### src/rtl/wide_pipe_pkg.sv
// wide_pipe_pkg: shared constants and helpers for the wide_pipe slice.
// Holds counter width, payload width ceiling and occupancy width helper.
package wide_pipe_pkg;

  localparam int COUNT_W   = 32;
  localparam int MAX_WIDTH = 1024;

  function automatic int occ_w(input int depth);
    return $clog2(depth + 1);
  endfunction

endpackage

### src/rtl/wide_pipe_stage.sv
// wide_pipe_stage: one valid/data register with load enable and flush.
// Ports: clk, rst_n, flush, load_i, valid_i, data_i -> valid_o, data_o.
module wide_pipe_stage
  import wide_pipe_pkg::*;
#(
  parameter int WIDTH = 128
) (
  input  logic             clk,
  input  logic             rst_n,
  input  logic             flush,
  input  logic             load_i,
  input  logic             valid_i,
  input  logic [WIDTH-1:0] data_i,
  output logic             valid_o,
  output logic [WIDTH-1:0] data_o
);

  logic             valid_q, valid_d;
  logic [WIDTH-1:0] data_q, data_d;

  // Data only moves with a real beat so a bubble never clobbers it.
  always_comb begin
    valid_d = valid_q;
    data_d  = data_q;
    if (flush) begin
      valid_d = 1'b0;
    end else if (load_i) begin
      valid_d = valid_i;
      if (valid_i) data_d = data_i;
    end
  end

  always_ff @(posedge clk or negedge rst_n) begin
    if (!rst_n) begin
      valid_q <= 1'b0;
      data_q  <= '0;
    end else begin
      valid_q <= valid_d;
      data_q  <= data_d;
    end
  end

  assign valid_o = valid_q;
  assign data_o  = data_q;

endmodule

### src/rtl/wide_pipe.sv
// wide_pipe: elastic DEPTH-stage pipeline for a WIDTH-bit payload.
// Ports: clk, rst_n, flush, in_valid/in_data/in_ready,
// out_valid/out_data/out_ready, occupancy, and xfer_count
// (only when WIDE_PIPE_COUNT_EN is defined).
module wide_pipe
  import wide_pipe_pkg::*;
#(
  parameter int WIDTH = 128,
  parameter int DEPTH = 4
) (
  input  logic                      clk,
  input  logic                      rst_n,
  input  logic                      flush,
  input  logic                      in_valid,
  input  logic [WIDTH-1:0]          in_data,
  output logic                      in_ready,
  output logic                      out_valid,
  output logic [WIDTH-1:0]          out_data,
  input  logic                      out_ready,
  output logic [occ_w(DEPTH)-1:0]   occupancy
`ifdef WIDE_PIPE_COUNT_EN
  ,
  output logic [COUNT_W-1:0]        xfer_count
`endif
);

  localparam int OW = occ_w(DEPTH);

  if (DEPTH < 1) begin : g_bad_depth
    $error("wide_pipe: DEPTH must be >= 1");
  end
  if (WIDTH < 1 || WIDTH > MAX_WIDTH) begin : g_bad_width
    $error("wide_pipe: WIDTH out of range");
  end

  logic [DEPTH:0]   rdy;
  logic [DEPTH-1:0] vld;
  logic [WIDTH-1:0] dat [DEPTH];

  // Ready ripples from the output back to the input, so a stage
  // may load in the same cycle its successor drains.
  always_comb begin
    rdy        = '0;
    rdy[DEPTH] = out_ready;
    for (int i = DEPTH - 1; i >= 0; i--) begin
      rdy[i] = !vld[i] || rdy[i+1];
    end
  end

  for (genvar i = 0; i < DEPTH; i++) begin : g_stage
    logic             pv;
    logic [WIDTH-1:0] pd;
    if (i == 0) begin : g_head
      assign pv = in_valid;
      assign pd = in_data;
    end else begin : g_body
      assign pv = vld[i-1];
      assign pd = dat[i-1];
    end
    wide_pipe_stage #(
      .WIDTH(WIDTH)
    ) u_stage (
      .clk    (clk),
      .rst_n  (rst_n),
      .flush  (flush),
      .load_i (rdy[i]),
      .valid_i(pv),
      .data_i (pd),
      .valid_o(vld[i]),
      .data_o (dat[i])
    );
  end

  assign in_ready  = rdy[0] && !flush;
  assign out_valid = vld[DEPTH-1];
  assign out_data  = dat[DEPTH-1];

  always_comb begin
    occupancy = '0;
    for (int i = 0; i < DEPTH; i++) begin
      occupancy = occupancy + OW'(vld[i]);
    end
  end

`ifdef WIDE_PIPE_COUNT_EN
  logic [COUNT_W-1:0] cnt_q, cnt_d;

  // Survives flush; only reset clears it. Wraps naturally.
  always_comb begin
    cnt_d = cnt_q;
    if (in_valid && in_ready) cnt_d = cnt_q + 1'b1;
  end

  always_ff @(posedge clk or negedge rst_n) begin
    if (!rst_n) cnt_q <= '0;
    else        cnt_q <= cnt_d;
  end

  assign xfer_count = cnt_q;
`endif

endmodule
### config.mk
export PLATFORM = sky130hd
export DESIGN_NAME = wide_pipe
export DESIGN_NICKNAME = d
export VERILOG_FILES = /design/src/rtl/wide_pipe_pkg.sv /design/src/rtl/wide_pipe_stage.sv /design/src/rtl/wide_pipe.sv
export SDC_FILE = /design/constraint.sdc
export NUM_CORES = 1
export LEC_CHECK = 0
export ABC_CLOCK_PERIOD_IN_PS = 2100
export CAP_MARGIN = 40
export CORE_MARGIN = 3
export CORE_UTILIZATION = 35
export CTS_BUF_LIST = sky130_fd_sc_hd__clkbuf_2 sky130_fd_sc_hd__clkbuf_4 sky130_fd_sc_hd__clkbuf_8
export DETAILED_ROUTE_END_ITERATION = 6
export GPL_ROUTABILITY_DRIVEN = 0
export PLACE_DENSITY = 0.55
export SYNTH_ARGS = -nofsm -noshare
export SYNTH_HDL_FRONTEND = slang
export SYNTH_SLANG_ARGS = --single-unit
### constraint.sdc
create_clock -name clk -period 2.1 [get_ports clk]
set_input_delay 0.42 -clock clk [delete_from_list [all_inputs] [get_ports clk]]
set_output_delay 0.42 -clock clk [all_outputs]
set_load 0.1 [all_outputs]
==> flow_metrics.env <==
export IMPL_dp_hpwl_um=28800
export IMPL_clock_skew_ps=28.63
export IMPL_crit_chain="inv_2 -> fa_1 -> inv_2 -> ha_4 -> ha_4 -> buf_12"
export IMPL_nFillCells=5028
export IMPL_fin_area_sq_um=26050
export IMPL_cts_sinks=516
export IMPL_maxSlewViolCount=0
export IMPL_drtIter0Drc=344
export IMPL_critPathLaunchType="flop"
export IMPL_avgSynthCellArea_sq_um=18.26
export IMPL_overflow=0
export IMPL_yosysSeqAreaShare=0.6375
export IMPL_antenna_left=0
export IMPL_placed_area_sq_um=23930
export IMPL_critPathCaptureType="primary output"
export IMPL_vias=10430
export IMPL_vias_per_cell=4.507
export IMPL_layout_cells_most_common="dfrtp_1"
export IMPL_maxSlewHeadroom=0.6709
export IMPL_fin_nets=1630
export IMPL_synthesis_area_sq_um=20260
export IMPL_fin_util=0.4585
export IMPL_cts_buffers_inserted=89
export IMPL_synth_nets=1245
export IMPL_rows=87
export IMPL_initial_core_util=0.3565
export IMPL_fin_ws_ps=-552.9
export IMPL_status="finished, violations left"
export IMPL_synth_cells=1109
export IMPL_cp_max_fo=2
export IMPL_drtPass1Iterations=4
export IMPL_crit_required_ps=1680
export IMPL_synth_seq_cells=516
export IMPL_fp_dieH_um=246.6
export IMPL_fmax_ghz=0.3770
export IMPL_hold_violations=0
export IMPL_grt_pass1_vias=11510
export IMPL_max_stage_delay_ps=540
export IMPL_cts_clk_slew_worst_paths_ps=60
export IMPL_wl_um=43830
export IMPL_tns_ps=-1684
export IMPL_track_usage=0.1457
export IMPL_ir_worst_vdd_mv=1.077
export IMPL_clk_path_buf_depth=3
export IMPL_maxCapViolCount=0
export IMPL_area_growth_pct=28.62
export IMPL_leakage_uw=0.01230
export IMPL_rsz0062_at_grt="yes"
export IMPL_die_w_um=246.6
export IMPL_cts_htree_levels=3
export IMPL_register_area_sq_um=12920
export IMPL_grt_pass1_wl_um=68350
export IMPL_cp_top_family="adder cells"
export IMPL_critPathArrivalTime_ps=2230
export IMPL_min_period_over_period=1.263
export IMPL_violations="negative setup slack"
export IMPL_drive_above_1_share=0.5763
export IMPL_clock_latency_ps=660
export IMPL_fin_crit_ps=2653
export IMPL_path_buf_inv=3
export IMPL_hold_class="input pin to asynchronous set/reset pin"
export IMPL_multiInputGateArea_sq_um=6878
export IMPL_antenna_found_initial=6
export IMPL_cts_tree="done"
export IMPL_final_cell_mix="515 x dfrtp_1, 273 x mux2_2, 239 x mux2_4"
export IMPL_slowest_stage="fa_1"
export IMPL_io_buffers=265
export IMPL_wire_per_inst_um=18.94
export IMPL_cts_root_buf="clkbuf_8"
export IMPL_grt_max_degree=66
export IMPL_tightest_slew_ps=493.7
export IMPL_p_per_area_nw_per_um2=1422
export IMPL_num_io_pins=266
export IMPL_finalSetupViolCount=11
export IMPL_die_area_sq_um=60800
export IMPL_yosysWarnings=0
export IMPL_synth_cell_types=19
export IMPL_coreArea_sq_um=56820
export IMPL_drc=0
export IMPL_path_class="flop to primary output"
==> stage by stage <==
stage,power (uW),hold WS [ps],std cells,setup WS (ps)
floorplan,24700,124.4,1109,-103.3
global placement,27890,379.5,2147,-189.3
detailed placement,28100,382.6,2147,-223.4
CTS,37570,255.5,2302,-641.6
global route,38890,281.1,2310,-668.5
finish,37050,301.1,2314,-552.9
==> per-layer routing <==
metal / wire, um / vias up / global-route usage
li1: - / 4708 / -
met1: 19280 / 5430 / 0.1906
met2: 21380 / 202 / 0.2336
met3: 2080 / 86 / 0.04016
met4: 1080 / 4 / 0.04886
met5: 21 / - / 0
==> power by group <==
group,switching [uW],total (uW),internal (uW),leakage [uW]
sequential,1690,14700,13000,0.00630
clock,3910,9150,5240,0.000961
combinational,8680,13200,4560,0.00504
==> path summary, 6_finish.rpt <==
kind,to,slack (ps),depth (start not counted),start
setup / recovery,occupancy[1],-550,6,g_stage[1].u_stage.valid_o
hold / removal,g_stage[3].u_stage.data_o[78],300,2,rst_n
setup reg to reg,g_stage[1].u_stage.data_o[37],-10,8,g_stage[1].u_stage.valid_o
hold reg to reg,g_stage[2].u_stage.data_o[89],480,1,g_stage[1].u_stage.data_o[89]
max in group asynchronous,g_stage[1].u_stage.data_o[43],1030,3,rst_n
min in group clk,g_stage[0].u_stage.data_o[2],370,2,in_data[2]
==> final cells by class <==
class	instances	share of cell area
Sequential cell	516	0.4958
Inverter	5	0.0007204
Timing Repair Buffer	351	0.1337
Tap cell	756	0.03631
Clock inverter	7	0.001681
Clock buffer	143	0.06738
Multi-Input combinational cell	531	0.2640
Antenna cell	5	0.0004803
==> logic make-up (layout without fill, tap and decap cells) <==
| group | count (synthesis) | count (layout) | share of synthesized area |
|---|---|---|---|
| flops | 516 | 516 | 0.6375 |
| simple gates | 11 | 11 | 0.003644 |
| other cells | 0 | 5 | 0 |
| compound gates | 5 | 5 | 0.001606 |
| mux | 512 | 512 | 0.3254 |
| buf+inv | 62 | 506 | 0.02965 |
| fa+ha+maj | 3 | 3 | 0.002224 |
==> synth_stat cells <==
| cell type | instances | area [sq um] |
|---|---|---|
| a211o_1 | 1 | 8.760 |
| and4b_4 | 1 | 13.76 |
| buf_4 | 12 | 90.09 |
| mux2_2 | 292 | 3288 |
| nor3_2 | 1 | 10.01 |
| a21oi_2 | 1 | 8.760 |
| buf_6 | 41 | 461.7 |
| buf_8 | 1 | 15.01 |
| dfrtp_1 | 516 | 12910 |
| nor2b_4 | 1 | 13.76 |
| ha_1 | 2 | 25.02 |
| nor3b_1 | 1 | 7.510 |
| nand2b_1 | 1 | 6.260 |
| fa_1 | 1 | 20.02 |
| buf_2 | 3 | 15.01 |
| nor2_1 | 6 | 22.52 |
| mux2_4 | 220 | 3303 |
| inv_1 | 5 | 18.77 |
| a21oi_1 | 3 | 15.01 |
==> registers in the layout, indices dropped and copies added, names as in the netlist <==
register,flops
g_stage.u_stage.data_o,512
g_stage.u_stage.valid_o,4
==> worst reg2reg max path, stage by stage, from the launching register on <==
cell     delay (ps)
dfrtp_1         380
buf_4           130
buf_4           130
and4b_4         210
buf_6           120
nor3_4          220
buf_12          200
buf_16          200
mux2_2          390
==> timing repair <==
item / in CTS / in global routing
hold buffers: 1 / 0
buffers inserted: 4 / 2
cloned: 0 / 5
gates resized for setup: 4 / 34
endpoints found under the setup margin: 4 / 38
hold endpoints to repair: 31 / 0
pin swaps: 2 / 1
Power figures use the tool's default switching activity.
